--- src/rtl/dlx_pkg.sv ---
// DLX shift-instruction encodings, shift-ALU op codes, issue FSM states and
// the decoder shared by the shift issue sequencer.
package dlx_pkg;

   localparam logic [5:0] OPC_RTYPE = 6'h00;
   localparam logic [5:0] OPC_SLLI  = 6'h14;
   localparam logic [5:0] OPC_SRLI  = 6'h16;
   localparam logic [5:0] OPC_SRAI  = 6'h17;

   localparam logic [5:0] FN_SLL = 6'h04;
   localparam logic [5:0] FN_SRL = 6'h06;
   localparam logic [5:0] FN_SRA = 6'h07;

   localparam logic [2:0] SOP_SLL = 3'b000;
   localparam logic [2:0] SOP_SLA = 3'b001;
   localparam logic [2:0] SOP_SRL = 3'b010;
   localparam logic [2:0] SOP_SRA = 3'b011;

   typedef enum logic [2:0] {
      S_IDLE = 3'd0,
      S_RD1  = 3'd1,
      S_RD2  = 3'd2,
      S_CAP  = 3'd3,
      S_EXEC = 3'd4,
      S_WB   = 3'd5
   } state_e;

   typedef struct packed {
      logic       legal;
      logic       rtype;
      logic [2:0] op;
   } dec_t;

   function automatic dec_t decode(input logic [31:0] w);
      dec_t d;
      d = '{legal: 1'b0, rtype: 1'b0, op: SOP_SLL};
      case (w[31:26])
         OPC_RTYPE: begin
            d.rtype = 1'b1;
            case (w[5:0])
               FN_SLL:  begin d.legal = 1'b1; d.op = SOP_SLL; end
               FN_SRL:  begin d.legal = 1'b1; d.op = SOP_SRL; end
               FN_SRA:  begin d.legal = 1'b1; d.op = SOP_SRA; end
               default: d.legal = 1'b0;
            endcase
         end
         OPC_SLLI: begin d.legal = 1'b1; d.op = SOP_SLL; end
         OPC_SRLI: begin d.legal = 1'b1; d.op = SOP_SRL; end
         OPC_SRAI: begin d.legal = 1'b1; d.op = SOP_SRA; end
         default:  d.legal = 1'b0;
      endcase
      return d;
   endfunction

endpackage

--- src/rtl/shift_issue.sv ---
// Shift-instruction issue sequencer: decodes DLX shifts, fetches operands from
// the register file, strobes an external shift ALU and writes the result back.
module shift_issue
   import dlx_pkg::*;
(
   input  logic        clk,
   input  logic        reset,
   input  logic        instr_valid,
   input  logic [31:0] instr,
   output logic        instr_ready,
   output logic [4:0]  rf_raddr,
   input  logic [31:0] rf_rdata,
   output logic        alu_enable,
   output logic [31:0] alu_in,
   output logic [4:0]  alu_shift,
   output logic [2:0]  alu_op,
   input  logic [32:0] alu_result,
   output logic        rf_we,
   output logic [4:0]  rf_waddr,
   output logic [31:0] rf_wdata,
   output logic        shift_flag,
   output logic        busy,
   output logic        illegal
);

   state_e      state_q, state_d;
   dec_t        dec;
   logic        accept;
   logic        rtype_q, bypass_q;
   logic [2:0]  op_q;
   logic [4:0]  rd_q, rs2_q, imm_q;
   logic [31:0] op1_q;
   logic [4:0]  rf_raddr_q;
   logic        alu_enable_q, illegal_q, shift_flag_q;
   logic [31:0] alu_in_q;
   logic [4:0]  alu_shift_q;
   logic [2:0]  alu_op_q;
   logic [31:0] cap_op1, wb_data;
   logic [4:0]  cap_sh;
   logic        in_wb, wb_flag;

   always_comb begin
      dec     = decode(instr);
      accept  = instr_valid && (state_q == S_IDLE);
      // R-type operand arrived in RD2; I-type operand is on rf_rdata now
      cap_op1 = rtype_q ? op1_q : rf_rdata;
      cap_sh  = rtype_q ? rf_rdata[4:0] : imm_q;
      state_d = state_q;
      case (state_q)
         S_IDLE:  if (accept && dec.legal) state_d = S_RD1;
         S_RD1:   state_d = rtype_q ? S_RD2 : S_CAP;
         S_RD2:   state_d = S_CAP;
         S_CAP:   state_d = (cap_sh == 5'd0) ? S_WB : S_EXEC;
         S_EXEC:  state_d = S_WB;
         S_WB:    state_d = S_IDLE;
         default: state_d = S_IDLE;
      endcase
   end

   always_ff @(posedge clk) begin
      if (!reset) begin
         state_q      <= S_IDLE;
         rtype_q      <= 1'b0;
         bypass_q     <= 1'b0;
         op_q         <= SOP_SLL;
         rd_q         <= '0;
         rs2_q        <= '0;
         imm_q        <= '0;
         op1_q        <= '0;
         rf_raddr_q   <= '0;
         alu_enable_q <= 1'b0;
         alu_in_q     <= '0;
         alu_shift_q  <= '0;
         alu_op_q     <= SOP_SLL;
         illegal_q    <= 1'b0;
         shift_flag_q <= 1'b0;
      end else begin
         state_q      <= state_d;
         illegal_q    <= accept && !dec.legal;
         alu_enable_q <= 1'b0;
         if (accept && dec.legal) begin
            rtype_q    <= dec.rtype;
            op_q       <= dec.op;
            rd_q       <= dec.rtype ? instr[15:11] : instr[20:16];
            rs2_q      <= instr[20:16];
            imm_q      <= instr[4:0];
            rf_raddr_q <= instr[25:21];
         end
         if (state_q == S_RD1 && rtype_q) rf_raddr_q <= rs2_q;
         if (state_q == S_RD2) op1_q <= rf_rdata;
         if (state_q == S_CAP) begin
            op1_q    <= cap_op1;
            bypass_q <= (cap_sh == 5'd0);
            if (cap_sh != 5'd0) begin
               alu_enable_q <= 1'b1;
               alu_in_q     <= cap_op1;
               alu_shift_q  <= cap_sh;
               alu_op_q     <= op_q;
            end
         end
         if (in_wb) shift_flag_q <= wb_flag;
      end
   end

   // Write-back is combinational off WB because alu_result only lands in that cycle
   always_comb begin
      in_wb   = (state_q == S_WB);
      wb_data = bypass_q ? op1_q : alu_result[31:0];
      wb_flag = !bypass_q && alu_result[32];
   end

   assign instr_ready = (state_q == S_IDLE);
   assign busy        = (state_q != S_IDLE);
   assign illegal     = illegal_q;
   assign rf_raddr    = rf_raddr_q;
   assign alu_enable  = alu_enable_q;
   assign alu_in      = alu_in_q;
   assign alu_shift   = alu_shift_q;
   assign alu_op      = alu_op_q;
   assign rf_we       = in_wb && (rd_q != 5'd0);
   assign rf_waddr    = in_wb ? rd_q : 5'd0;
   assign rf_wdata    = in_wb ? wb_data : 32'd0;
   assign shift_flag  = in_wb ? wb_flag : shift_flag_q;

endmodule
--- config.mk ---
export PLATFORM = sky130hd
export DESIGN_NAME = shift_issue
export DESIGN_NICKNAME = d
export VERILOG_FILES = /design/src/rtl/dlx_pkg.sv /design/src/rtl/shift_issue.sv
export SDC_FILE = /design/constraint.sdc
export NUM_CORES = 1
export LEC_CHECK = 0
export BUFFER_PORTS_ARGS = -buffer_cell sky130_fd_sc_hd__clkbuf_2
export CAP_MARGIN = 5
export CORE_AREA = 2 2 98 100
export DETAILED_ROUTE_END_ITERATION = 10
export DIE_AREA = 0 0 100 102
export GPL_ROUTABILITY_DRIVEN = 0
export PLACE_DENSITY = 0.95
export SETUP_SLACK_MARGIN = 0.4
export SLEW_MARGIN = 15
export SYNTH_ARGS = -nofsm -noshare
export SYNTH_HDL_FRONTEND = slang
export SYNTH_SLANG_ARGS = --single-unit
--- constraint.sdc ---
create_clock -name clk -period 3.1 [get_ports clk]
set_input_delay 0.465 -clock clk [delete_from_list [all_inputs] [get_ports clk]]
set_output_delay 0.465 -clock clk [all_outputs]
set_load 0.1 [all_outputs]
== Word-level counts from Yosys, hierarchy flattened ==
Index checks and enable logic that the tools add are counted.
Widths: inputs -> output; s select.
Word-level totals
  bits in registers: 103
  input bits: 100
  output and inout port bits: 88
  logic and storage cells: 68
Operators by class
  equal/unequal tests: 12
  multiplexer cells: 21
  reductions and logical operators: 20
Operators by type and width (count)
  $mux 32: 5
  $mux 5: 5
  $eq 6x3->1 const B: 3
  $eq 6x5->1 const B: 3
  $pmux 3 s5: 1
  $reduce_bool 5->1: 2
  $pmux 3 s3: 1
  $eq 3x2->1 const B: 2
  $eq 3x3->1 const B: 2
  $logic_and 1x1->1: 6
  $logic_not 6->1: 1
  $mux 1: 6
  $reduce_or 3->1: 2
  $logic_not 5->1: 1
  $pmux 2 s2: 1
  $reduce_and 2->1: 2
  $reduce_bool 2->1: 2
  $eq 3x1->1 const B: 1
  $logic_not 3->1: 1
  $mux 3: 1
  $reduce_bool 3->1: 1
  $logic_not 1->1: 2
  $ne 2x1->1 const B: 1
  $pmux 1 s2: 1

== Longest topological paths before layout ==
Gate-level depths: netlist of the first run.
  depth in word-level cells: 7
  mapped depth: 7

== Worst setup path before layout of the first run ==
OpenSTA, ideal clock, no wires.
  kind: register to output
  from: register state_q[1]
  to: output port shift_flag
  arrival time: 2802 ps
  slack: -167 ps
  stages on the path, launching flop included: 4
  path buffers: 1
  cells stage by stage: dfxtp_1 > buf_2 > nand3b_1 > o21ai_0
Between the ends
  longest elaborated chain between the ends: 2
RTL lines
  start: declaration: line shift_issue.sv:26  | state_e state_q, state_d;
  start signal: assignment: line shift_issue.sv:78  | state_q <= state_d;
  $eq 3x3->1: line shift_issue.sv:107  | in_wb = (state_q == S_WB);
  $mux 1
  end: declaration: line shift_issue.sv:21  | output logic shift_flag,
No other way between the ends.

== Final worst setup path of the first run ==
  from: register state_q[0]
  to: output port shift_flag
The elaborated chain is that of the path after synthesis.

==> results of run 1 <==
==> report_power, final <==
group / internal (W) / switching (W) / leakage (nW) / total (W)
sequential: 0.00143 / 0.000145 / 0.816 / 0.00157
combinational: 0.000266 / 0.000655 / 1.46 / 0.000921
clock: 0.000345 / 0.000470 / 0.0930 / 0.000816
==> final timing paths <==
kind	from	to	slack [ns]	depth (start not counted)
max	state_q[0]	shift_flag	0.59	4
min	rf_rdata[21]	op1_q[21]	0.33	3
max reg2reg	state_q[0]	imm_q[4]	0.85	5
min reg2reg	rs2_q[4]	rs2_q[4]	0.47	2
==> logic make-up after synthesis <==
group / after synthesis
and+or+nand+nor: 173
AOI/OAI and AO/OA: 116
DFF: 101
muxes: 82
buffers and inverters: 55
xor gates and xnor gates: 1
other: 1
==> critical path, cell delays in order (launching register included) <==
cell and delay (ns):
dfxtp_1 0.58, nand3b_1 0.22, buf_4 0.24, o21ai_1 0.17
clkbuf_2 0.48
==> per-stage QoR <==
step                      power (W)  worst slack [ns]
after floorplan             0.00228             0.248
after global routing        0.00348             0.448
after detailed placement    0.00252             0.534
after global placement      0.00247             0.640
final                       0.00331             0.592
after CTS                   0.00333             0.568
==> sequential cells by signal, indices dropped and copies added (netlist names) <==
signal and cells:
illegal 1, rs2_q 5, rtype_q 1, alu_in 32
op1_q 32, alu_op 2, state_q 3, op_q 2
imm_q 5, rf_raddr 5, bypass_q 1, shift_flag_q 1
alu_shift 5, rd_q 5, alu_enable 1
==> area by class of cell <==
cell class | instances | area [um^2]
Sequential cell | 101 | 2020
Tap cell | 111 | 139
Multi-Input combinational cell | 373 | 2500
Inverter | 9 | 33.8
Clock inverter | 5 | 41.3
Fill cell | 753 | 3180
Clock buffer | 11 | 151
Timing Repair Buffer | 197 | 1040
==> synthesized netlist by cell type (2+ instances only) <==
library cell  instances  area (um^2)
buf_2                18         90.1
nand2_1              95          357
o21a_1                2         15.0
nand3_1               2         10.0
and3_1                6         37.5
clkbuf_1             19         71.3
mux2i_1              82          821
nor3_1                2         10.0
a22o_1                3         26.3
o2bb2ai_1            37          324
o21ai_0               9         45.0
a2111oi_2             3         45.0
nor2_1               47          176
buf_6                 3         33.8
a211oi_2              3         37.5
and2_1                4         25.0
a211oi_1             13         97.6
a21boi_0              5         37.5
buf_1                 5         18.8
inv_1                 9         33.8
a21oi_1              36          180
nand2b_1              2         12.5
nand4_1               2         12.5
nor4_1                2         12.5
dfxtp_1             101         2020
a21o_1                2         15.0
==> metal layers <==
layer | vias up | global-route usage [%] | routed length (um)
li1 | 2175 | - | -
met3 | 29 | 5.20 | 710
met5 | - | 0 | 0
met1 | 2103 | 27.6 | 5380
met2 | 177 | 46.0 | 6580
met4 | 0 | 8.54 | 264
==> layout by cell type (no fill, tap or decap), types with 2 or more instances in the layout <==
cell type,n
nor2_1,41
mux2i_1,82
buf_4,15
and3_1,6
nor2_2,6
dfxtp_2,2
clkbuf_2,181
o21ai_0,8
a21boi_0,5
nand4_1,2
clkinvlp_4,2
nand2_1,95
nor3_1,2
inv_1,9
inv_6,3
nor4_1,2
o21a_1,2
nand3_1,2
a21oi_1,36
o2bb2ai_1,37
clkbuf_8,11
a211oi_2,3
dfxtp_1,99
a211oi_1,13
a21o_1,2
and2_1,4
nand2b_1,2
a22o_1,3
a2111oi_2,3
==> what timing repair did <==
| item | in CTS | in global routing |
|---|---|---|
| setup buffers | 1 | 0 |
| gates resized for setup | 0 | 0 |
| endpoints found under the setup margin | 31 | 0 |
| hold buffers | 0 | 0 |
==> impl_metrics.toml, run 1 <==
[placement]
dp_hpwl_um = 9340
io_buffers = 181
place_area_um2 = 5720
dpl.cell_count = 790

[clock_tree]
ctsLongestPathBuffers = 2
cts_made_buffers = 9
clkTransAtPathRegs_ns = 0.10
clock_sinks = 101
cts_max_level = 3
cts_root_buf = "clkbuf_8"
insertion_delay_ns = 0.36
cts_tree = "done"

[sta]
drv_slew = 0
finalSetupViolCount = 0
rsz0062_at_grt = "false"
period_minus_slack_ns = 2.51
final_hold_viol_count = 0
setup_tns_ns = 0
relSlewSlack_pct = 34.7
holdWs_ns = 0.331
max_slew.worst_pin.slew_ns = 0.967
clock_skew_ns = 0.0127
finalCritPeriodShare_pct = 80.9
fmax_ghz = 0.399

[pwr]
peakVddDrop_uv = 1190
powerDensity_nw_per_um2 = 559
p_leak_nw = 2.37

[synth]
synthesis.area_um2 = 4750
synth_compound_area_share_pct = 18.4
seq_area_frac_synth_pct = 42.5
synthMuxAreaShare_pct = 17.3
netlist_instances = 529
synthSimpleGateAreaFrac_pct = 16.1
ys.flop_type = "dfxtp_1"
synth-seq-cells = 101
synth_adder_area_share_pct = 0
yosys_warnings = 0
syn-num-nets = 629
async_flop_share_pct = 0
synth_top_family_by_area = "compound AO/OA/AOI/OAI gates"
synth_edf_count = 0
synth_xor_area_share_pct = 0.184
synth_cell_type_count = 43
syn_area_per_cell_um2 = 8.98

[global_route]
grt_max_degree = 42
grt_pass1_wl_um = 20100
grt_usage_pct = 24.5
antenna_found_initial = 0
grt_overflow = 0
grt_pass1_vias = 4351

[worst_setup_path]
cp-end-kind = "primary output"
crit_arrival_ns = 2.04
cp.required_ns = 2.63
critPathKind = "register to primary output"
worstPathMaxFanout = 11
startpoint_type = "register"

[cells_and_area]
area_growth_pct = 24.7
diodes = 0
final_cell_area_um2 = 5920
fin_cells = 807
nNetsFinal = 791
fin_util_pct = 65.0
drive_gt1_share_pct = 33.3

[detailed_routing]
firstDrtPassIters = 6
wire_per_inst_um = 16.0
vias = 4484
wirelength_um = 12900
drt_iter0_drc = 149
drcViolationCount = 0
avgViaCountPerCell = 5.56
ant_nets = 0

[die]
start_util_pct = 52.2
core-area_um2 = 9110
die-area_um2 = 10200
die_h_um = 102
die_w_um = 100
io_pins = 188
fp-row-count = 35

[flow_run]
max_cap_viol_count = 0

[outcome]
outcome = "finished, final reports clean"

[hold_path]
min_path_type = "primary input to register"
No activity file was read; power rests on OpenSTA's default activity.
==> inputs of run 2 (changes only) <==
- CORE_AREA: 2 2 98 100 -> 2 2 102 104
- DIE_AREA: 0 0 100 102 -> 0 0 104 106
- PLACE_DENSITY: 0.95 -> 0.89
- clock period: 3.1 -> 2.56 ns (I/O delays scaled with it)
==> run 2 against run 1 <==
First-iteration DRC count increased by 19%. Sequential power increased by 21%. Cell area increased by 15%. Routed wire length increased by 5.5%. Clock skew increased by 0.0021 ns. Critical path type unchanged. Largest cell class unchanged. Clock power increased by 9.7%. Cell count increased by 3.6%.
==> impl_metrics.toml, run 2 (same netlist as run 1, synthesis figures left out) <==
[die]
start_util_pct = 47.5
core-area_um2 = 10000
die_w_um = 104
fp-row-count = 37
io_pins = 188
die_h_um = 106
die-area_um2 = 11000

[worst_setup_path]
cp_slowest_stage_delay_ns = 0.39
cp_num_buf_inv = 3
cp_top_family = "buffers and inverters"
cp-end-kind = "primary output"
cp_slowest_cell = "dfxtp_2"
reg2reg_depth = 6
crit_top_cell = "buf_12"
cp_cell_sequence = "nand3b_1 -> buf_4 -> buf_12 -> o21ai_2 -> buf_12"
worstPathMaxFanout = 15
crit_arrival_ns = 1.68
startpoint_type = "register"
cp.required_ns = 2.18
critPathKind = "register to primary output"
reg2reg_to = "alu_op[1]"
r2r_slack_ns = 0.59
timing.rr.start = "rtype_q"

[global_route]
grt_usage_pct = 24.3
use_met1_pct = 28.1
antenna_found_initial = 0
grt_overflow = 0
grt_pass1_wl_um = 22100
grt_max_degree = 33
grt_pass1_vias = 4601
grtUsageMet3_pct = 5.09
busiest_layer = "met2"
use_met2_pct = 44.6

[cells_and_area]
fin_util_pct = 67.9
nNetsFinal = 795
fin_cells = 836
mostFrequentLayoutCells = "clkbuf_2, dfxtp_1, nand2_1"
final_cell_area_um2 = 6790
final_common_cell = "clkbuf_2"
area_growth_pct = 42.9
diodes = 0
drive_gt1_share_pct = 37.1

[clock_tree]
hold_buffers = 0
ctsLongestPathBuffers = 2
cts_made_buffers = 9
clkTransAtPathRegs_ns = 0.11
insertion_delay_ns = 0.35
cts_tree = "done"
clock_sinks = 101
cts_root_buf = "clkbuf_8"
cts_max_level = 3

[sta]
finalSetupViolCount = 0
relSlewSlack_pct = 42.6
drv_slew = 0
clock_skew_ns = 0.0148
final_hold_viol_count = 0
finalCritPeriodShare_pct = 80.8
period_minus_slack_ns = 2.07
holdWs_ns = 0.261
rsz0062_at_grt = "false"
fmax_ghz = 0.484
max_slew.worst_pin.slew_ns = 0.850

[detailed_routing]
wirelength_um = 13600
wire_per_inst_um = 16.3
drcViolationCount = 0
drt_iter0_drc = 177
vias = 4548
ant_nets = 0
firstDrtPassIters = 4
avgViaCountPerCell = 5.44

[placement]
place_area_um2 = 6570
io_buffers = 181
dpl.cell_count = 818
dp_hpwl_um = 10300

[pwr]
p_leak_nw = 2.54
powerDensity_nw_per_um2 = 585
power_w = 0.00397
peakVddDrop_uv = 1460

[outcome]
outcome = "finished, final reports clean"

[hold_path]
min_path_type = "primary input to register"
hold_path_startpoint = "rf_rdata[30]"
min_to = "op1_q[30]"
whs_path_depth = 3

[flow_run]
max_cap_viol_count = 0
-- run 2: cell count changes in the layout (fill, tap and decap cells not counted), sizes merged --
| cell | change |
|---|---|
| inv | -2 |
| clkinv | +2 |
| buf | +42 |
| clkbuf | -37 |
| clkinvlp | -1 |
-- run 2: worst max-delay path by stage --
| stage | cells after the start | from | endpoint |
|---|---|---|---|
| 2_1_floorplan | 4 | bypass_q | rf_wdata[12] |
| 3_3_place_gp | 5 | instr[4] | rd_q[4] |
| 3_5_place_dp | 5 | instr[4] | rd_q[4] |
| 4_1_cts | 4 | bypass_q | rf_wdata[29] |
| 5_1_grt | 5 | state_q[1] | rf_wdata[1] |
| 6_report | 5 | state_q[1] | shift_flag |
-- run 2: area by class of cell --
class	count	area, um^2
timing repair buffer	201	1680
clock inverter	4	33.8
sequential	101	2030
fill	781	3210
inverter	9	33.8
clock buffer	12	135
tap	136	170
multi-input combinational	373	2700
-- run 2: what timing repair did --
item | CTS | global route
pin swaps | 0 | 1
resized for setup | 3 | 4
gates cloned | 0 | 1
buffers inserted | 0 | 1
endpoints found under the setup margin | 16 | 31
-- run 2: routing by layer --
layer	up-vias	routed length [um]	share of wire, %
li1	2196	-	-
met1	2126	5540	41
met2	198	6950	51
met3	28	864	6.3
met4	0	291	2.1
met5	-	0	0
-- run 2: power breakdown --
| part | total (W) | internal (W) | switching, W |
|---|---|---|---|
| Combinational | 0.00117 | 0.000341 | 0.000832 |
| Clock | 0.000895 | 0.000363 | 0.000532 |
| Sequential | 0.00190 | 0.00174 | 0.000166 |
-- run 2: worst reg2reg max path, cell delays in order, from the launching register on --
cell	delay, ns
dfxtp_2	0.63
nor4b_1	0.35
a22o_1	0.23
or2_1	0.14
buf_4	0.23
inv_1	0.10
a22o_1	0.18
-- run 2: metrics by stage --
| step | TNS [ns] | setup slack [ns] |
|---|---|---|
| 2_1_floorplan | -0.162 | -0.0139 |
| 3_3_place_gp | 0 | 0.573 |
| 3_5_place_dp | 0 | 0.468 |
| 4_1_cts | 0 | 0.399 |
| 5_1_grt | 0 | 0.412 |
| 6_report | 0 | 0.493 |
